`config.mk`:
```
export PLATFORM = sky130hd
export DESIGN_NAME = operand_fetch_flat
export DESIGN_NICKNAME = d
export VERILOG_FILES = /design/src/rtl/operand_fetch_pkg.sv /design/src/rtl/operand_fetch_if.sv /design/src/rtl/opf_scoreboard.sv /design/src/rtl/operand_fetch.sv /design/src/flat_wrapper.sv
export SDC_FILE = /design/constraint.sdc
export NUM_CORES = 1
export LEC_CHECK = 0
export CORE_MARGIN = 4
export CORE_UTILIZATION = 30
export DETAILED_ROUTE_END_ITERATION = 10
export PLACE_DENSITY = 0.65
export SYNTH_ARGS = -nofsm -noshare
export SYNTH_HDL_FRONTEND = slang
export SYNTH_SLANG_ARGS = --single-unit
```
`constraint.sdc`:
```
create_clock -name clk -period 8.4 [get_ports clk]
set_input_delay 2.52 -clock clk [delete_from_list [all_inputs] [get_ports clk]]
set_output_delay 2.52 -clock clk [all_outputs]
set_load 0.05 [all_outputs]
```
`src/rtl/operand_fetch_pkg.sv`:
```
// Shared constants and the execute-side operand bundle for the operand fetch stage.
package operand_fetch_pkg;

  localparam int XLEN   = 32;
  localparam int REG_AW = 5;

  localparam logic [REG_AW-1:0] REG_ZERO = '0;

  typedef struct packed {
    logic [XLEN-1:0]   op_a;
    logic [XLEN-1:0]   op_b;
    logic [XLEN-1:0]   imm;
    logic [REG_AW-1:0] rd;
    logic              rd_we;
  } opf_bundle_t;

endpackage

```
`src/rtl/operand_fetch_if.sv`:
```
// Decode, register-file, writeback and execute signals of the operand fetch stage.
// slave is the operand fetch side; master is the surrounding pipeline.
interface operand_fetch_if import operand_fetch_pkg::*; #(
  parameter int N = XLEN,
  parameter int M = REG_AW
);

  logic         in_valid;
  logic         in_ready;
  logic [M-1:0] in_rs1;
  logic [M-1:0] in_rs2;
  logic [M-1:0] in_rd;
  logic         in_rd_we;
  logic [N-1:0] in_imm;

  logic [M-1:0] rf_adrs_r1;
  logic [M-1:0] rf_adrs_r2;
  logic [N-1:0] rf_data_r1;
  logic [N-1:0] rf_data_r2;

  logic         wb_valid;
  logic [M-1:0] wb_adrs;
  logic [N-1:0] wb_data;

  logic         out_valid;
  logic         out_ready;
  logic [N-1:0] out_op_a;
  logic [N-1:0] out_op_b;
  logic [N-1:0] out_imm;
  logic [M-1:0] out_rd;
  logic         out_rd_we;

  modport slave (
    input  in_valid, in_rs1, in_rs2, in_rd, in_rd_we, in_imm,
    output in_ready,
    output rf_adrs_r1, rf_adrs_r2,
    input  rf_data_r1, rf_data_r2,
    input  wb_valid, wb_adrs, wb_data,
    output out_valid, out_op_a, out_op_b, out_imm, out_rd, out_rd_we,
    input  out_ready
  );

  modport master (
    output in_valid, in_rs1, in_rs2, in_rd, in_rd_we, in_imm,
    input  in_ready,
    input  rf_adrs_r1, rf_adrs_r2,
    output rf_data_r1, rf_data_r2,
    output wb_valid, wb_adrs, wb_data,
    input  out_valid, out_op_a, out_op_b, out_imm, out_rd, out_rd_we,
    output out_ready
  );

endinterface

```
`src/rtl/opf_scoreboard.sv`:
```
// Per-register busy scoreboard with pending lookups for two source addresses.
// OPF_BYPASS_EN: a writeback arriving this cycle resolves the pending state of its register.
module opf_scoreboard import operand_fetch_pkg::*; #(
  parameter int M = REG_AW
) (
  input  logic         clk,
  input  logic         rst,
  input  logic         set_en,
  input  logic [M-1:0] set_adrs,
  input  logic         wb_valid,
  input  logic [M-1:0] wb_adrs,
  input  logic         young_valid,
  input  logic [M-1:0] young_adrs,
  input  logic [M-1:0] look_a,
  input  logic [M-1:0] look_b,
  output logic         pend_a,
  output logic         pend_b,
  output logic         err_spurious_wb
);

  localparam int NREG = 2 ** M;

  logic [NREG-1:0] busy;
  logic            wb_live;
  logic            set_live;

  assign wb_live  = wb_valid && (wb_adrs != '0);
  assign set_live = set_en && (set_adrs != '0);

  function automatic logic pend_of(
    input logic [M-1:0]    r,
    input logic [NREG-1:0] bsy,
    input logic            wv,
    input logic [M-1:0]    wa,
    input logic            yv,
    input logic [M-1:0]    ya
  );
    logic young;
    logic held;
    young = yv && (ya == r);
`ifdef OPF_BYPASS_EN
    held = bsy[r] && !(wv && (wa == r));
`else
    held = bsy[r] && !(wv && 1'b0) && (wa == wa);
`endif
    return (r != '0) && (held || young);
  endfunction

  always_comb begin
    pend_a = pend_of(look_a, busy, wb_valid, wb_adrs, young_valid, young_adrs);
    pend_b = pend_of(look_b, busy, wb_valid, wb_adrs, young_valid, young_adrs);
  end

  // set is applied after clear so a newer producer wins over a completing older one
  always_ff @(posedge clk) begin
    if (rst) begin
      busy            <= '0;
      err_spurious_wb <= 1'b0;
    end else begin
      if (wb_live) begin
        busy[wb_adrs] <= 1'b0;
        if (!busy[wb_adrs]) begin
          err_spurious_wb <= 1'b1;
        end
      end
      if (set_live) begin
        busy[set_adrs] <= 1'b1;
      end
    end
  end

endmodule

```
`src/rtl/operand_fetch.sv`:
```
// Operand fetch: reads both sources, zeroes x0, stalls on RAW hazards, holds operands for execute.
// OPF_BYPASS_EN: forwards same-cycle writeback data into the operands.
module operand_fetch import operand_fetch_pkg::*; #(
  parameter int N = XLEN,
  parameter int M = REG_AW
) (
  input  logic clk,
  input  logic rst,
  input  logic flush,
  operand_fetch_if.slave bus,
  output logic err_spurious_wb
);

  logic         valid_q;
  opf_bundle_t  out_q;
  logic         pend_rs1;
  logic         pend_rs2;
  logic         hazard;
  logic         accept;
  logic         handoff;
  logic [N-1:0] op_a_sel;
  logic [N-1:0] op_b_sel;

  assign bus.rf_adrs_r1 = bus.in_rs1;
  assign bus.rf_adrs_r2 = bus.in_rs2;

  assign hazard       = pend_rs1 || pend_rs2;
  assign bus.in_ready = (!valid_q || bus.out_ready) && !hazard && !flush;
  assign accept       = bus.in_valid && bus.in_ready;
  assign handoff      = valid_q && bus.out_ready && !flush;

  opf_scoreboard #(.M(M)) u_scoreboard (
    .clk             (clk),
    .rst             (rst),
    .set_en          (handoff && out_q.rd_we),
    .set_adrs        (out_q.rd),
    .wb_valid        (bus.wb_valid),
    .wb_adrs         (bus.wb_adrs),
    .young_valid     (valid_q && out_q.rd_we),
    .young_adrs      (out_q.rd),
    .look_a          (bus.in_rs1),
    .look_b          (bus.in_rs2),
    .pend_a          (pend_rs1),
    .pend_b          (pend_rs2),
    .err_spurious_wb (err_spurious_wb)
  );

  always_comb begin
    op_a_sel = bus.rf_data_r1;
    op_b_sel = bus.rf_data_r2;
`ifdef OPF_BYPASS_EN
    if (bus.wb_valid && (bus.wb_adrs == bus.in_rs1)) begin
      op_a_sel = bus.wb_data;
    end
    if (bus.wb_valid && (bus.wb_adrs == bus.in_rs2)) begin
      op_b_sel = bus.wb_data;
    end
`endif
    if (bus.in_rs1 == REG_ZERO) begin
      op_a_sel = '0;
    end
    if (bus.in_rs2 == REG_ZERO) begin
      op_b_sel = '0;
    end
  end

  always_ff @(posedge clk) begin
    if (rst) begin
      valid_q <= 1'b0;
      out_q   <= '0;
    end else if (accept) begin
      valid_q     <= 1'b1;
      out_q.op_a  <= op_a_sel;
      out_q.op_b  <= op_b_sel;
      out_q.imm   <= bus.in_imm;
      out_q.rd    <= bus.in_rd;
      out_q.rd_we <= bus.in_rd_we;
    end else if (flush || bus.out_ready) begin
      valid_q <= 1'b0;
    end
  end

  assign bus.out_valid = valid_q;
  assign bus.out_op_a  = out_q.op_a;
  assign bus.out_op_b  = out_q.op_b;
  assign bus.out_imm   = out_q.imm;
  assign bus.out_rd    = out_q.rd;
  assign bus.out_rd_we = out_q.rd_we;

endmodule

```
`src/flat_wrapper.sv`:
```
// flat-port wrapper written by rule: the top's interface ports become plain ports
module operand_fetch_flat import operand_fetch_pkg::*;
#(
  parameter int N = XLEN,
  parameter int M = REG_AW
)
  (clk, rst, flush, err_spurious_wb, bus_in_valid, bus_in_rs1, bus_in_rs2, bus_in_rd, bus_in_rd_we, bus_in_imm, bus_in_ready, bus_rf_adrs_r1, bus_rf_adrs_r2, bus_rf_data_r1, bus_rf_data_r2, bus_wb_valid, bus_wb_adrs, bus_wb_data, bus_out_valid, bus_out_op_a, bus_out_op_b, bus_out_imm, bus_out_rd, bus_out_rd_we, bus_out_ready);
  operand_fetch_if #(.N(N), .M(M)) bus_i ();
  input  logic clk;
  input  logic rst;
  input  logic flush;
  output logic err_spurious_wb;
  input wire logic [$bits(bus_i.in_valid)-1:0] bus_in_valid;
  input wire logic [$bits(bus_i.in_rs1)-1:0] bus_in_rs1;
  input wire logic [$bits(bus_i.in_rs2)-1:0] bus_in_rs2;
  input wire logic [$bits(bus_i.in_rd)-1:0] bus_in_rd;
  input wire logic [$bits(bus_i.in_rd_we)-1:0] bus_in_rd_we;
  input wire logic [$bits(bus_i.in_imm)-1:0] bus_in_imm;
  output wire logic [$bits(bus_i.in_ready)-1:0] bus_in_ready;
  output wire logic [$bits(bus_i.rf_adrs_r1)-1:0] bus_rf_adrs_r1;
  output wire logic [$bits(bus_i.rf_adrs_r2)-1:0] bus_rf_adrs_r2;
  input wire logic [$bits(bus_i.rf_data_r1)-1:0] bus_rf_data_r1;
  input wire logic [$bits(bus_i.rf_data_r2)-1:0] bus_rf_data_r2;
  input wire logic [$bits(bus_i.wb_valid)-1:0] bus_wb_valid;
  input wire logic [$bits(bus_i.wb_adrs)-1:0] bus_wb_adrs;
  input wire logic [$bits(bus_i.wb_data)-1:0] bus_wb_data;
  output wire logic [$bits(bus_i.out_valid)-1:0] bus_out_valid;
  output wire logic [$bits(bus_i.out_op_a)-1:0] bus_out_op_a;
  output wire logic [$bits(bus_i.out_op_b)-1:0] bus_out_op_b;
  output wire logic [$bits(bus_i.out_imm)-1:0] bus_out_imm;
  output wire logic [$bits(bus_i.out_rd)-1:0] bus_out_rd;
  output wire logic [$bits(bus_i.out_rd_we)-1:0] bus_out_rd_we;
  input wire logic [$bits(bus_i.out_ready)-1:0] bus_out_ready;
  assign bus_i.in_valid = bus_in_valid;
  assign bus_i.in_rs1 = bus_in_rs1;
  assign bus_i.in_rs2 = bus_in_rs2;
  assign bus_i.in_rd = bus_in_rd;
  assign bus_i.in_rd_we = bus_in_rd_we;
  assign bus_i.in_imm = bus_in_imm;
  assign bus_in_ready = bus_i.in_ready;
  assign bus_rf_adrs_r1 = bus_i.rf_adrs_r1;
  assign bus_rf_adrs_r2 = bus_i.rf_adrs_r2;
  assign bus_i.rf_data_r1 = bus_rf_data_r1;
  assign bus_i.rf_data_r2 = bus_rf_data_r2;
  assign bus_i.wb_valid = bus_wb_valid;
  assign bus_i.wb_adrs = bus_wb_adrs;
  assign bus_i.wb_data = bus_wb_data;
  assign bus_out_valid = bus_i.out_valid;
  assign bus_out_op_a = bus_i.out_op_a;
  assign bus_out_op_b = bus_i.out_op_b;
  assign bus_out_imm = bus_i.out_imm;
  assign bus_out_rd = bus_i.out_rd;
  assign bus_out_rd_we = bus_i.out_rd_we;
  assign bus_i.out_ready = bus_out_ready;
  operand_fetch #(.N(N), .M(M)) u_core (.clk(clk), .rst(rst), .flush(flush), .bus(bus_i), .err_spurious_wb(err_spurious_wb));
endmodule
```
; Yosys cells after proc, flatten, opt, wreduce, memory -nomap -nowiden
; Index checks and enable logic that the tools add are counted.
[word_totals]
in_bits = 155
reg_bits = 136
[classes]
bitwise = 4
order_cmp = 6
eq_ne = 2
n_reduce_logical = 31
mux = 17
[op_table]
columns = cell, count
row1 = $mux 32, 5
row2 = $and 32x32->32, 1
row3 = $not 32->32, 1
row4 = $or 32x32->32, 1
row5 = $lt 5x6->1 const B, 4
row6 = $reduce_bool 5->1, 4
row7 = $bmux 1 s5, 3
row8 = $logic_and 1x1->1, 15
row9 = $demux 1 s5, 2
row10 = $eq 5x5->1, 2
row11 = $ge 5x1->1 const B, 2
row12 = $logic_not 5->1, 2
row13 = $mux 1, 7
row14 = $logic_or 1x1->1, 5
row15 = $logic_not 1->1, 3
row16 = $reduce_and 2->1, 1
row17 = $reduce_bool 2->1, 1
row18 = $not 1->1, 1

; Logic depth before layout (Yosys ltp)
[logic_depth]
ltp_word = 10
ltp_mapped = 9
ltp_nobuf = 6

; Cells and area by module
; From an unflattened synthesis, not the netlist that was laid out.
[hier_totals]
hier_cells = 830
hier_area_um2 = 7400.8
[by_module_without_submodules]
columns = module, seq_area_each_um2, instances, area_each_um2, cells_each
row1 = operand_fetch, 2062.0, 1, 5039.8, 558
row2 = opf_scoreboard, 660.6, 1, 2361.0, 272

; Worst setup path before layout
; No wires, ideal clock.
[synth_timing]
path_kind = in2out
start = in bus_in_rs2[2]
end = out bus_in_ready
cell_stages = 5
t_arrival_ns = 4.865
slack_ns = 1.015
path_cell_list = clkbuf_1 -> mux4_2 -> mux4_2 -> or3b_1 -> a21oi_1
[synth_between]
elab_chain_len = 8
word_cells_on_any_way = 11
[synth_rtl]
columns = element, line_no
row1 = start: declaration, flat_wrapper.sv:15  ; input wire logic [$bits(bus_i.in_rs2)-1:0] bus_in_rs2;
row2 = $bmux 1 s5 or $eq 5x5->1 (tied branches), "opf_scoreboard.sv:44, opf_scoreboard.sv:40"
row3 = $mux 1 (not written as such) or $logic_and 1x1->1 (tied branches), "opf_scoreboard.sv:44, opf_scoreboard.sv:40"
row4 = $logic_or 1x1->1, opf_scoreboard.sv:46  ; return (r != '0) && (held || young);
row5 = $logic_and 1x1->1 (*), opf_scoreboard.sv:46
row6 = $logic_or 1x1->1 (*), operand_fetch.sv:27  ; assign hazard = pend_rs1 || pend_rs2;
row7 = $logic_not 1->1 (*), operand_fetch.sv:28  ; assign bus.in_ready = (!valid_q || bus.out_ready) && !hazard && !flush;
row8 = $logic_and 1x1->1 (*) (2 in a row), operand_fetch.sv:28
row9 = end: declaration, flat_wrapper.sv:19  ; output wire logic [$bits(bus_i.in_ready)-1:0] bus_in_ready;
; Every way passes the cells marked *; elsewhere a longest branch is shown, timed or not. The select of a mux whose other input is x is not followed.

; Worst setup path after layout
[layout_timing]
start = in bus_in_rs2[0]
end = out bus_in_ready
; The elaborated chain is that of the path after synthesis.

==> impl_metrics.yaml <==
global_routing:
  antenna_found_initial: 0
  grt_max_degree: 109
  gr-usage-all-layers_pct: 16.1
  grt_first_pass_wirelength_um: 31500
  grt_remaining_overflow: 0
  grt_pass1_vias: 5719
setup_path:
  worstRegToRegCells: 7
  critical_path_class: "primary input to output pin"
  reg2reg_to: "u_core.bus.out_op_a[24]"
  slowest_delay_ns: 0.69
  r2r_start: "u_core.bus.out_rd[2]"
  worst_ep_required_time_ns: 5.88
  path_max_fanout: 5
  critPathArrivalTime_ns: 5.22
  crit_chain: "clkdlybuf4s50_1, mux4_2, mux4_2, or3b_1, a21oi_1, buf_12"
  crit_path_top_delay_cell: "clkdlybuf4s50_1"
  ff2ff_setup_slack_ns: 5.14
  worstSetupEndpointType: "output pin"
  critPathMostFrequentCell: "mux4_2"
  critPathLaunchType: "primary input"
pwr:
  p_leak_uw: 0.00379
  power.total_uw: 1750
  power_density_nw_per_um2: 178
  ir_worst_vdd_uv: 88.0
finish:
  num_antenna_cells: 0
  nFillCells: 2122
  post-route-util_pct: 44.8
  drive_gt1_share_pct: 8.24
  syn_to_final_growth_pct: 45.3
  final_nets: 1076
drt:
  wl_met2_um: 9620
  wl_per_cell_um: 17.0
  firstDrtPassIters: 4
  ant_nets: 0
  topRoutingLayerUsed: "met4"
  drc: 0
  viasPerCell: 4.79
  drt-total-wl_um: 20600
  drt_iter0_drc: 406
  met1Wirelength_um: 9060
  wl_met3_um: 1710
  vias: 5813
floorplanning:
  start_util_pct: 30.8
  die_area_um2: 25100
  num_rows: 54
  core-area_um2: 22000
  die_w_um: 158
  die_y_um: 158
  ios: 270
clock_tree:
  cts_hold_buf: 0
  tritoncts: "done"
  cts_resized: 0
  clockBufferDepth: 2
  clkTransAtPathRegs_ns: 0.07
  numCtsBuffers: 17
  post_cts_buffers: 0
  clockRootBuffer: "clkbuf_16"
  insertion_delay_ns: 0.42
  clock_sinks: 136
  htreeDepth: 4
hold_path:
  hold_end: "u_core.u_scoreboard.err_spurious_wb"
  hold_path_class: "flop to flop"
  hold_path_depth: 2
  hp-start: "u_core.u_scoreboard.err_spurious_wb"
placement:
  io_buffers: 237
  pre_cts_ws_ns: 0.673
  place_hpwl_um: 14500
  place_congestion: 0.843
sta:
  final-setup-viol-count: 0
  clock_skew_ns: 0.0145
  hold_viol: 0
  fin_hold_ws_ns: 0.452
  rsz0062_at_grt: "no"
  drv_slew: 0
  final.setup.worst_slack_ns: 0.664
  fin_tns_setup_ns: 0
  finalCritPeriodShare_pct: 92.1
  min_period_ns: 7.74
  slew_headroom_pct: 27.1
  fmax_mhz: 129
  tightestPinTransition_ns: 1.09
synth:
  yosysSeqAreaShare_pct: 40.1
  postSynthCellCount: 718
  ys.flop_type: "dfxtp_1"
  async_flop_share_pct: 0
  yosys_register_bits: 136
  synth-edff-count: 0
  yosys-top-cells-area: "dfxtp_1, mux2i_1, nand2b_1"
  synth_top_area_share_pct: 40.1
  synthTopCellsByCount: "nand2b_1, dfxtp_1, mux2i_1"
  synth.largest_area_cell: "dfxtp_1"
  syn_nets: 873
  synth_cell_types: 42
  syn-cell-area_um2: 6790
  avgSynthCellArea_um2: 9.46
  yosysWarnings: 0
  synth_most_common_cell: "nand2b_1"
run_status:
  status: "complete, no violations"
job:
  cap_violations: 0
## metal layers
metal,global-route usage [%],vias to the layer above
met5,0,-
met4,4.67,0
met3,4.24,22
met2,26.3,238
met1,20.9,2722
li1,-,2831
## critical path: cells and delay by family
family                 cells  cell delay (ns)
multiplexers               2             1.04
AND/OR/NAND/NOR            1             0.48
buffers and inverters      2             0.87
AO/OA/AOI/OAI              1             0.30
## final cells by class
class                      count  area [um2]  area share [%]
multi-input combinational    513        3730            37.8
sequential                   136        2720            27.6
timing repair buffer         245        2440            24.7
clock buffer                  18         439            4.45
tap                          280         350            3.55
clock inverter                14         160            1.62
inverter                       8        30.0           0.304
## flip-flops by register name, summed over array words and instances, names as in the netlist
signal / cells
u_core.bus.out_op_a: 32
u_core.bus.out_valid: 1
u_core.bus.out_rd_we: 1
u_core.bus.out_op_b: 32
u_core.bus.out_rd: 5
u_core.bus.out_imm: 32
u_core.u_scoreboard.err_spurious_wb: 1
u_core.u_scoreboard.busy: 32
## metrics by stage
step	cell area, um2	std cells
6_report	9870	1214
3_5_place_dp	9270	1182
5_1_grt	9870	1214
4_1_cts	9870	1214
2_1_floorplan	6790	718
3_3_place_gp	9270	1182
## where the power goes
part / leakage [uW] / internal [uW] / switching, uW
Combinational: 0.00240 / 136 / 168
Sequential: 0.00110 / 666 / 14.0
Clock: 0.000287 / 453 / 317
## how the worst max path moves through the flow
stage / startpoint / end / depth (start not counted)
after floorplan: bus_in_rs2[2] / bus_in_ready / 5
after global placement: bus_in_rs2[0] / bus_in_ready / 6
after detailed placement: bus_in_rs2[0] / bus_in_ready / 6
after CTS: bus_in_rs2[0] / bus_in_ready / 6
after global routing: bus_in_rs1[0] / bus_in_ready / 7
final: bus_in_rs2[0] / bus_in_ready / 6
## cell families (layout without fill, tap and decap cells)
kind of cell              Yosys count  in the layout  share of synthesized area [%]
AOI/OAI and AO/OA                  83             83                           6.76
xor gates and xnor gates            9              9                           1.16
muxes                             130            130                           23.6
DFF                               136            136                           40.1
and+or+nand+nor                   291            291                           23.1
buffers and inverters              69            285                           5.34
## cells in the final DEF, fill, tap and decap left out, drive strengths merged, types with 10 or more instances in the layout
master	synthesis	final
a21oi	36	36
buf	22	10
clkbuf	39	18
clkdlybuf4s50	0	235
dfxtp	136	136
inv	8	15
mux2i	105	105
mux4	24	24
nand2	101	101
nand2b	144	144
o21ai	34	34
No activity file was read; power rests on OpenSTA's default activity.
